**config.mk**
```make
export PLATFORM = sky130hd
export DESIGN_NAME = chord_result_buffer
export DESIGN_NICKNAME = d
export VERILOG_FILES = /design/src/rtl/chord_result_buffer.sv
export SDC_FILE = /design/constraint.sdc
export NUM_CORES = 1
export LEC_CHECK = 0
export CAP_MARGIN = 20
export CELL_PAD_IN_SITES_DETAIL_PLACEMENT = 1
export CELL_PAD_IN_SITES_GLOBAL_PLACEMENT = 2
export CORE_ASPECT_RATIO = 0.9
export CORE_MARGIN = 2
export CORE_UTILIZATION = 39
export CTS_CLUSTER_SIZE = 24
export DETAILED_ROUTE_END_ITERATION = 16
export PLACE_DENSITY = 0.76
export SYNTH_ARGS = -nofsm -noshare
export SYNTH_HDL_FRONTEND = slang
export SYNTH_SLANG_ARGS = --single-unit
```
**constraint.sdc**
```tcl
create_clock -name clk -period 4.3 [get_ports clk]
set_clock_uncertainty 0.05 [all_clocks]
set_input_delay 0.43 -clock clk [delete_from_list [all_inputs] [get_ports clk]]
set_output_delay 0.43 -clock clk [all_outputs]
set_load 0.005 [all_outputs]
```
**src/rtl/chord_result_buffer.sv**
```systemverilog
// chord_result_buffer
//
// Downstream stage of the CHORD CORDIC core. Every result word the core emits
// on its valid pulse is captured in a first-word-fall-through FIFO and drained
// through a valid/ready handshake. Upstream credits are issued so that the
// words in flight in the core plus the words held in the FIFO never exceed the
// FIFO depth. This keeps results from being dropped while upstream behaves.
//
// Parameters:
//   DATA_WIDTH  result word width
//   DEPTH       FIFO entries (power of two, >= 2)
//   ADDR_WIDTH  log2(DEPTH)
//
// Ports:
//   clk           rising-edge clock
//   reset         asynchronous, active-high reset
//   issue_valid   upstream is sending a word into the core this cycle
//   issue_ready   a credit is available; upstream may assert issue_valid
//   res_data      core result word
//   res_valid     core result strobe (one-cycle pulse per result)
//   rd_data       head-of-FIFO word (combinational read)
//   rd_valid      FIFO not empty
//   rd_ready      consumer accepts rd_data this cycle
//   overflow      sticky: a result arrived while full and was dropped
//   protocol_err  sticky: issue without credit, or result with nothing in flight
//   level         (CHORD_RB_LEVEL_EN only) current FIFO occupancy
//   credits       (CHORD_RB_LEVEL_EN only) DEPTH - inflight - count
//   clear_err     synchronous clear of both sticky flags
//
// Configuration macro:
//   CHORD_RB_LEVEL_EN  adds the level and credits output ports. The internal
//                      counters are the same with or without it.

module chord_result_buffer #(
    parameter int unsigned DATA_WIDTH = 32,
    parameter int unsigned DEPTH      = 8,
    parameter int unsigned ADDR_WIDTH = 3
) (
    input  logic                  clk,
    input  logic                  reset,
    input  logic                  issue_valid,
    output logic                  issue_ready,
    input  logic [DATA_WIDTH-1:0] res_data,
    input  logic                  res_valid,
    output logic [DATA_WIDTH-1:0] rd_data,
    output logic                  rd_valid,
    input  logic                  rd_ready,
    output logic                  overflow,
    output logic                  protocol_err,
`ifdef CHORD_RB_LEVEL_EN
    output logic [ADDR_WIDTH:0]   level,
    output logic [ADDR_WIDTH:0]   credits,
`endif
    input  logic                  clear_err
);

    localparam logic [ADDR_WIDTH:0] FULL_COUNT = (ADDR_WIDTH + 1)'(DEPTH);

    // Storage is deliberately not reset; only the pointers and counters are.
    logic [DATA_WIDTH-1:0] mem [DEPTH];

    logic [ADDR_WIDTH-1:0] wr_ptr_q, wr_ptr_d;
    logic [ADDR_WIDTH-1:0] rd_ptr_q, rd_ptr_d;
    logic [ADDR_WIDTH:0]   count_q, count_d;
    logic [ADDR_WIDTH:0]   inflight_q, inflight_d;
    logic                  overflow_q, overflow_d;
    logic                  protocol_err_q, protocol_err_d;

    logic                  full;
    logic                  push;
    logic                  pop;
    logic                  drop;
    logic                  issue;
    logic                  bad_issue;
    logic                  unsolicited;
    logic [ADDR_WIDTH+1:0] occupancy;

    // ------------------------------------------------------------------
    // Handshake decode
    // ------------------------------------------------------------------
    always_comb begin
        full = (count_q == FULL_COUNT);
        pop  = rd_valid && rd_ready;
        // A pop in the same cycle frees the head slot, so a full FIFO can still
        // accept a result when it is being read.
        push = res_valid && (!full || pop);
        drop = res_valid && full && !pop;

        // Extra bit: an unsolicited result can push the sum past DEPTH.
        occupancy   = {1'b0, inflight_q} + {1'b0, count_q};
        issue_ready = (occupancy < {1'b0, FULL_COUNT});

        issue       = issue_valid && issue_ready;
        bad_issue   = issue_valid && !issue_ready;
        unsolicited = res_valid && (inflight_q == '0);
    end

    // ------------------------------------------------------------------
    // Pointer, occupancy and credit next-state
    // ------------------------------------------------------------------
    always_comb begin
        wr_ptr_d = wr_ptr_q;
        rd_ptr_d = rd_ptr_q;
        count_d  = count_q;

        if (push) begin
            wr_ptr_d = wr_ptr_q + ADDR_WIDTH'(1);
        end
        if (pop) begin
            rd_ptr_d = rd_ptr_q + ADDR_WIDTH'(1);
        end

        unique case ({push, pop})
            2'b10:   count_d = count_q + (ADDR_WIDTH + 1)'(1);
            2'b01:   count_d = count_q - (ADDR_WIDTH + 1)'(1);
            default: count_d = count_q;
        endcase
    end

    // A result retires a word even when it is dropped, so inflight tracks
    // res_valid rather than push. Both ends saturate so a misbehaving upstream
    // cannot wrap the counter.
    always_comb begin
        inflight_d = inflight_q;
        unique case ({issue, res_valid})
            2'b10: begin
                if (inflight_q != FULL_COUNT) begin
                    inflight_d = inflight_q + (ADDR_WIDTH + 1)'(1);
                end
            end
            2'b01: begin
                if (inflight_q != '0) begin
                    inflight_d = inflight_q - (ADDR_WIDTH + 1)'(1);
                end
            end
            default: inflight_d = inflight_q;
        endcase
    end

    // ------------------------------------------------------------------
    // Sticky error flags: a new error in the clearing cycle wins
    // ------------------------------------------------------------------
    always_comb begin
        overflow_d     = overflow_q;
        protocol_err_d = protocol_err_q;

        if (clear_err) begin
            overflow_d     = 1'b0;
            protocol_err_d = 1'b0;
        end
        if (drop) begin
            overflow_d = 1'b1;
        end
        if (bad_issue || unsolicited) begin
            protocol_err_d = 1'b1;
        end
    end

    // ------------------------------------------------------------------
    // State registers
    // ------------------------------------------------------------------
    always_ff @(posedge clk or posedge reset) begin
        if (reset) begin
            wr_ptr_q       <= '0;
            rd_ptr_q       <= '0;
            count_q        <= '0;
            inflight_q     <= '0;
            overflow_q     <= 1'b0;
            protocol_err_q <= 1'b0;
        end else begin
            wr_ptr_q       <= wr_ptr_d;
            rd_ptr_q       <= rd_ptr_d;
            count_q        <= count_d;
            inflight_q     <= inflight_d;
            overflow_q     <= overflow_d;
            protocol_err_q <= protocol_err_d;
        end
    end

    always_ff @(posedge clk) begin
        if (push) begin
            mem[wr_ptr_q] <= res_data;
        end
    end

    // ------------------------------------------------------------------
    // Outputs
    // ------------------------------------------------------------------
    assign rd_data      = mem[rd_ptr_q];
    assign rd_valid     = (count_q != '0);
    assign overflow     = overflow_q;
    assign protocol_err = protocol_err_q;

`ifdef CHORD_RB_LEVEL_EN
    assign level   = count_q;
    assign credits = FULL_COUNT - inflight_q - count_q;
`endif

endmodule

```
## After elaboration in Yosys (flattened, before gate mapping)

Memory sizes are Yosys's and may differ from the RTL's.
Cells that the tools add are included.

| storage, ports and cells | value |
|---|---|
| logic and storage cells | 52 |
| output and inout bits | 36 |
| memories kept | 1 |
| bits in writable memories | 256 |
| bits of input ports | 38 |
| bits in registers | 16 |

| cells by class | value |
|---|---|
| reductions and logical operators | 20 |
| muxes and demuxes | 9 |
| eq/ne operators | 8 |
| $add $sub $neg | 7 |
| $lt $le $gt $ge | 1 |

Memories:

| name | depth | bits a word | rd ports | clocked after memory_dff | wr ports | RTL line | RTL |
|---|---|---|---|---|---|---|---|
| mem | 8 | 32 | 1 | 0 | 1 | 60 | `logic [DATA_WIDTH-1:0] mem [DEPTH];` |

Operators by type and width:

| operator | number |
|---|---|
| $pmux W4 S2 | 2 |
| $add A4 B1 Y4 const B | 2 |
| $mux W4 | 2 |
| $reduce_bool A2 Y1 | 4 |
| $reduce_bool A4 Y1 | 2 |
| $sub A4 B1 Y4 const B | 2 |
| $logic_and A1 B1 Y1 | 7 |
| $add A3 B1 Y3 const B | 2 |
| $add A4 B4 Y5 | 1 |
| $lt A5 B4 Y1 const B | 1 |
| $mux W1 | 5 |
| $eq A2 B1 Y1 const B | 2 |
| $eq A2 B2 Y1 const B | 2 |
| $eq A4 B4 Y1 const B | 1 |
| $logic_not A4 Y1 | 1 |
| $ne A2 B2 Y1 const B | 2 |
| $ne A4 B4 Y1 const B | 1 |
| $logic_not A1 Y1 | 3 |
| $reduce_and A3 Y1 | 1 |
| $logic_or A1 B1 Y1 | 2 |

## Logic depth before layout (Yosys ltp)

| logic depth | value |
|---|---|
| depth after elaboration | 6 |
| depth in mapped cells | 10 |
| depth with buffers taken out | 10 |

## Worst setup path before layout

No wires, ideal clock.

| path | value |
|---|---|
| kind | register to register |
| start point | register count_q[0] |
| end point | memory mem[0][0] (enable) |
| setup time | 0.461 ns |
| clock period less this slack | 3.704 ns |
| path buffers | 0 |
| data required time | 3.789 ns |
| slack | 0.596 ns |
| arrival | 3.193 ns |
| stages on the path, launching flop included | 5 |
| path through | dfrtp_1 or3_1 o21ai_2 or2_2 nor3_1 |

| between the ends | value |
|---|---|
| cells in the longest elaborated chain, start to end | 6 |
| elaborated cells between the ends (all ways) | 8 |
| classes of those cells | eq/ne: 1; mux: 2; reduce/logical: 5 |

RTL lines:

| element | RTL line | RTL |
|---|---|---|
| from (decl) | 64 | `logic [ADDR_WIDTH:0] count_q, count_d;` |
| from (signal assigned) | 173 | `count_q <= count_d;` |
| $eq A4 B4 Y1 or $reduce_bool A4 Y1 (tied branches) | 82, 190 |  |
| $logic_not A1 Y1 or $logic_and A1 B1 Y1 (tied branches) | 86, 83 |  |
| $logic_or A1 B1 Y1 (*) | 86 | `push = res_valid && (!full \|\| pop);` |
| $logic_and A1 B1 Y1 (*) | 86 |  |
| $mux W1 (*) | 181 | `if (push) begin` |
| $mux W1 (implied by the code) (*) | 182 | `mem[wr_ptr_q] <= res_data;` |
| to (decl) | 60 |  |

Every way passes the cells marked *; elsewhere a longest branch is shown, timed or not.

## Final worst setup path

| path | value |
|---|---|
| start point | register rd_ptr_q[0] |
| end point | output rd_data[12] |

| between the ends | value |
|---|---|
| cells in the longest elaborated chain, start to end | 1 |

RTL lines:

| element | RTL line | RTL |
|---|---|---|
| from (decl) | 63 | `logic [ADDR_WIDTH-1:0] rd_ptr_q, rd_ptr_d;` |
| from (signal assigned) | 172 | `rd_ptr_q <= rd_ptr_d;` |
| $mem_v2 Z8 W32 | -- |  |
| to (decl) | 45 | `output logic [DATA_WIDTH-1:0] rd_data,` |

No other way between the ends.

==> flow_summary_export.csv <==
group,metric,value,unit
place,hpwl,12800,um
timing,finalSetupTns,0,ns
routing,post-route-drc-count,0,
synthesis,synth_ff_type,"edfxtp_1",
floorplanning,die-area,28800,um^2
setup_path,reg2reg_from,"inflight_q[1]",
synthesis,synthesis.area,10700,um^2
synthesis,synth.distinct_cells,40,
timing,period_share,84.2,%
floorplanning,rows,57,
outcome,status,"complete, no violations",
timing,setup_violations,0,
clock_tree,cts_made_buffers,28,
final_layout,nets,636,
timing,slew_violations,0,
clock_tree,clk_pin_slew,0.06,ns
setup_path,cp-startpoint,"rd_ptr_q[0]",
clock_tree,cts_root_buffer,"clkbuf_16",
clock_tree,clockBufferDepth,3,
synthesis,synth-edff-count,256,
synthesis,synthCells,484,
clock_tree,cts_setup_buffers,0,
timing,fmax,276,MHz
global_routing,grt_max_degree,36,
setup_path,path_cells,"buf_4 -> mux4_1 -> mux2_2 -> clkdlybuf4s50_1",
run,cap_violations,0,
synthesis,synth.avg_cell_area,22.1,um^2
worst_hold_path,hold_path_class,"in -> async",
synthesis,syn_nets,536,
floorplanning,core-area,27000,um^2
place,io_buffers,73,
synthesis,ys_seq_area_share,75.5,%
place,gp_congestion,0.690,
global_routing,grtUsageTotal,15.2,%
synthesis,synth_seq_cells,272,
routing,drt_iter0_drc,390,
timing,relSlewSlack,30.6,%
global_routing,grt_pass1_vias,5637,
floorplanning,start_util,39.6,%
synthesis,synthArstFlopShare,5.88,%
final_layout,area_delta_synth_final,19.6,%
setup_path,crit_path_end_kind,"output pin",
pwr,ir_drop,0.294,mV
clock_tree,clock-sinks,272,
floorplanning,fp.dieH,161,um
place,dpl_cell_area,12000,um^2
routing,dr.pass1.iters,4,
setup_path,critPathMaxStageDelay,0.87,ns
routing,ant_nets,0,
timing,min_period,3.62,ns
clock_tree,cts_tree,"yes",
routing,wl,21200,um
setup_path,critPathSlowestCell,"dfrtp_4",
clock_tree,clk_latency,0.53,ns
timing,final-hold-violation-count,0,
timing,rsz0062_at_grt,"no",
final_layout,num-fill-cells,2444,
setup_path,worstSetupPathType,"reg -> out",
routing,num_vias,4996,
global_routing,grt_pass1_wl,33100,um
global_routing,antenna_found_initial,2,
clock_tree,cts_resized,0,
pwr,power.density,665,nW/um^2
pwr,leakage,4.17,nW
setup_path,start_kind,"flop",
routing,viasPerCell,5.20,
floorplanning,num_io_pins,74,
synthesis,yosys_warnings,0,
timing,worstMarginPinSlew,1.04,ns
floorplanning,dieWidth,179,um
final_layout,layout-drive-gt1-share,26.1,%
routing,post_drt_wl_per_cell,22.0,um
clock_tree,htreeDepth,1,
clock_tree,ctsHoldBuffers,0,
setup_path,arrival,3.14,ns
final_layout,fin_area,12800,um^2
setup_path,required,3.82,ns
global_routing,grt_overflow_total,0,
setup_path,path_max_fanout,34,
registers in the layout, indices dropped and copies added (netlist names):
register / count
mem: 256
overflow: 1
protocol_err: 1
count_q: 4
rd_ptr_q: 3
inflight_q: 4
wr_ptr_q: 3
layout by cell type, fill, tap and decap left out, types with 3 or more instances in the layout:
master,synthesis,layout
edfxtp_1,256,256
clkdlybuf4s50_1,0,73
mux4_2,60,60
mux2_2,32,32
clkbuf_16,0,28
inv_1,14,14
clkbuf_1,5,13
dfrtp_1,16,13
buf_4,0,13
nand2_1,12,12
ha_1,12,12
nor2_4,0,6
o21ai_0,4,4
xnor2_1,4,4
mux4_1,4,4
nand3_1,4,4
clkinv_1,0,4
nor3_1,5,3
a21o_1,3,3
xor2_1,3,3
nand2b_1,3,3
buf_12,0,3
cell type report:
cell class | count | area (um^2) | share of cell area [%]
flip-flops and latches | 272 | 8090 | 63.2
multi-input cells | 179 | 2500 | 19.5
repair buffers | 89 | 888 | 6.94
clock buffers | 43 | 777 | 6.07
well taps | 354 | 443 | 3.46
clock inverters | 8 | 52.6 | 0.410
inverters | 14 | 52.6 | 0.410
diodes | 1 | 2.50 | 0.0195
path summary, 6_finish.rpt:
check / slack, ns / to / depth (start not counted)
worst max register to register: 1.14 / inflight_q[3] / 10
min in group clk: 0.47 / overflow / 2
worst min register to register: 0.48 / overflow / 2
worst min-delay path: 0.23 / overflow / 2
worst max-delay path: 0.68 / rd_data[12] / 4
max in group asynchronous: 3.47 / rd_ptr_q[0] / 2
kinds of logic (layout without fill, tap and decap cells):
family | count (synthesis) | after routing | share of synthesized area [%]
compound gates | 19 | 19 | 1.34
simple gates | 39 | 39 | 1.75
buf+inv | 33 | 154 | 1.66
other cells | 0 | 1 | 0
fa+ha+maj | 14 | 14 | 1.78
mux | 100 | 100 | 17.4
flops | 272 | 272 | 75.5
xor+xnor | 7 | 7 | 0.573
report_power, final:
group | internal (mW) | total [mW] | switching [mW] | leakage [nW]
combinational | 1.57 | 2.68 | 1.11 | 1.26
clock | 1.24 | 2.18 | 0.939 | 0.397
sequential | 3.30 | 3.66 | 0.352 | 2.51
total | 6.12 | 8.52 | 2.40 | 4.17
synthesized netlist by cell type, types with 2 or more instances:
master       n  area share [%]
mux2_2      32             3.4
buf_6        5            0.53
xor2_1       3            0.25
nand3_1      4            0.19
a21o_1       3            0.21
a21oi_1      2           0.093
o21ai_0      4            0.19
fa_1         2            0.37
mux2i_1      2            0.19
o211ai_1     2            0.14
buf_2        4            0.19
mux4_2      60              13
edfxtp_1   256              72
ha_1        12             1.4
a2111oi_0    2            0.16
buf_1        4            0.14
nor2_1       8            0.28
dfrtp_1     16             3.7
clkbuf_1     5            0.18
nand2b_1     3            0.18
xnor2_1      4            0.33
nand2_1     12            0.42
mux2_1       2            0.21
inv_1       14            0.49
nor3_1       5            0.23
mux4_1       4            0.98
per-layer routing:
metal	vias to the layer above	track usage [%]	wire length, um
met4	2	3.81	314
met2	125	24.9	10300
met5	-	0	11
li1	2204	-	-
met1	2637	20.8	9450
met3	28	3.46	1100
critical path, delay by kind of cell (launching register included):
family	cells	cell delay (ns)
buffers and inverters	2	0.85
flip-flops	1	0.87
multiplexers	2	0.85
metrics by stage:
stage               std cells  setup slack [ns]  total power, mW  utilization, %  hold slack (ns)
floorplan                 484             0.596             5.26               -            0.294
global placement          907              1.20             6.33            44.2            0.473
detailed placement        908              1.09             6.45            44.3            0.477
CTS                       959             0.602             8.65            47.4            0.234
global route              959             0.460             8.97            47.4            0.276
finish                    960             0.678             8.52            47.4            0.234
Power figures use the tool's default switching activity.
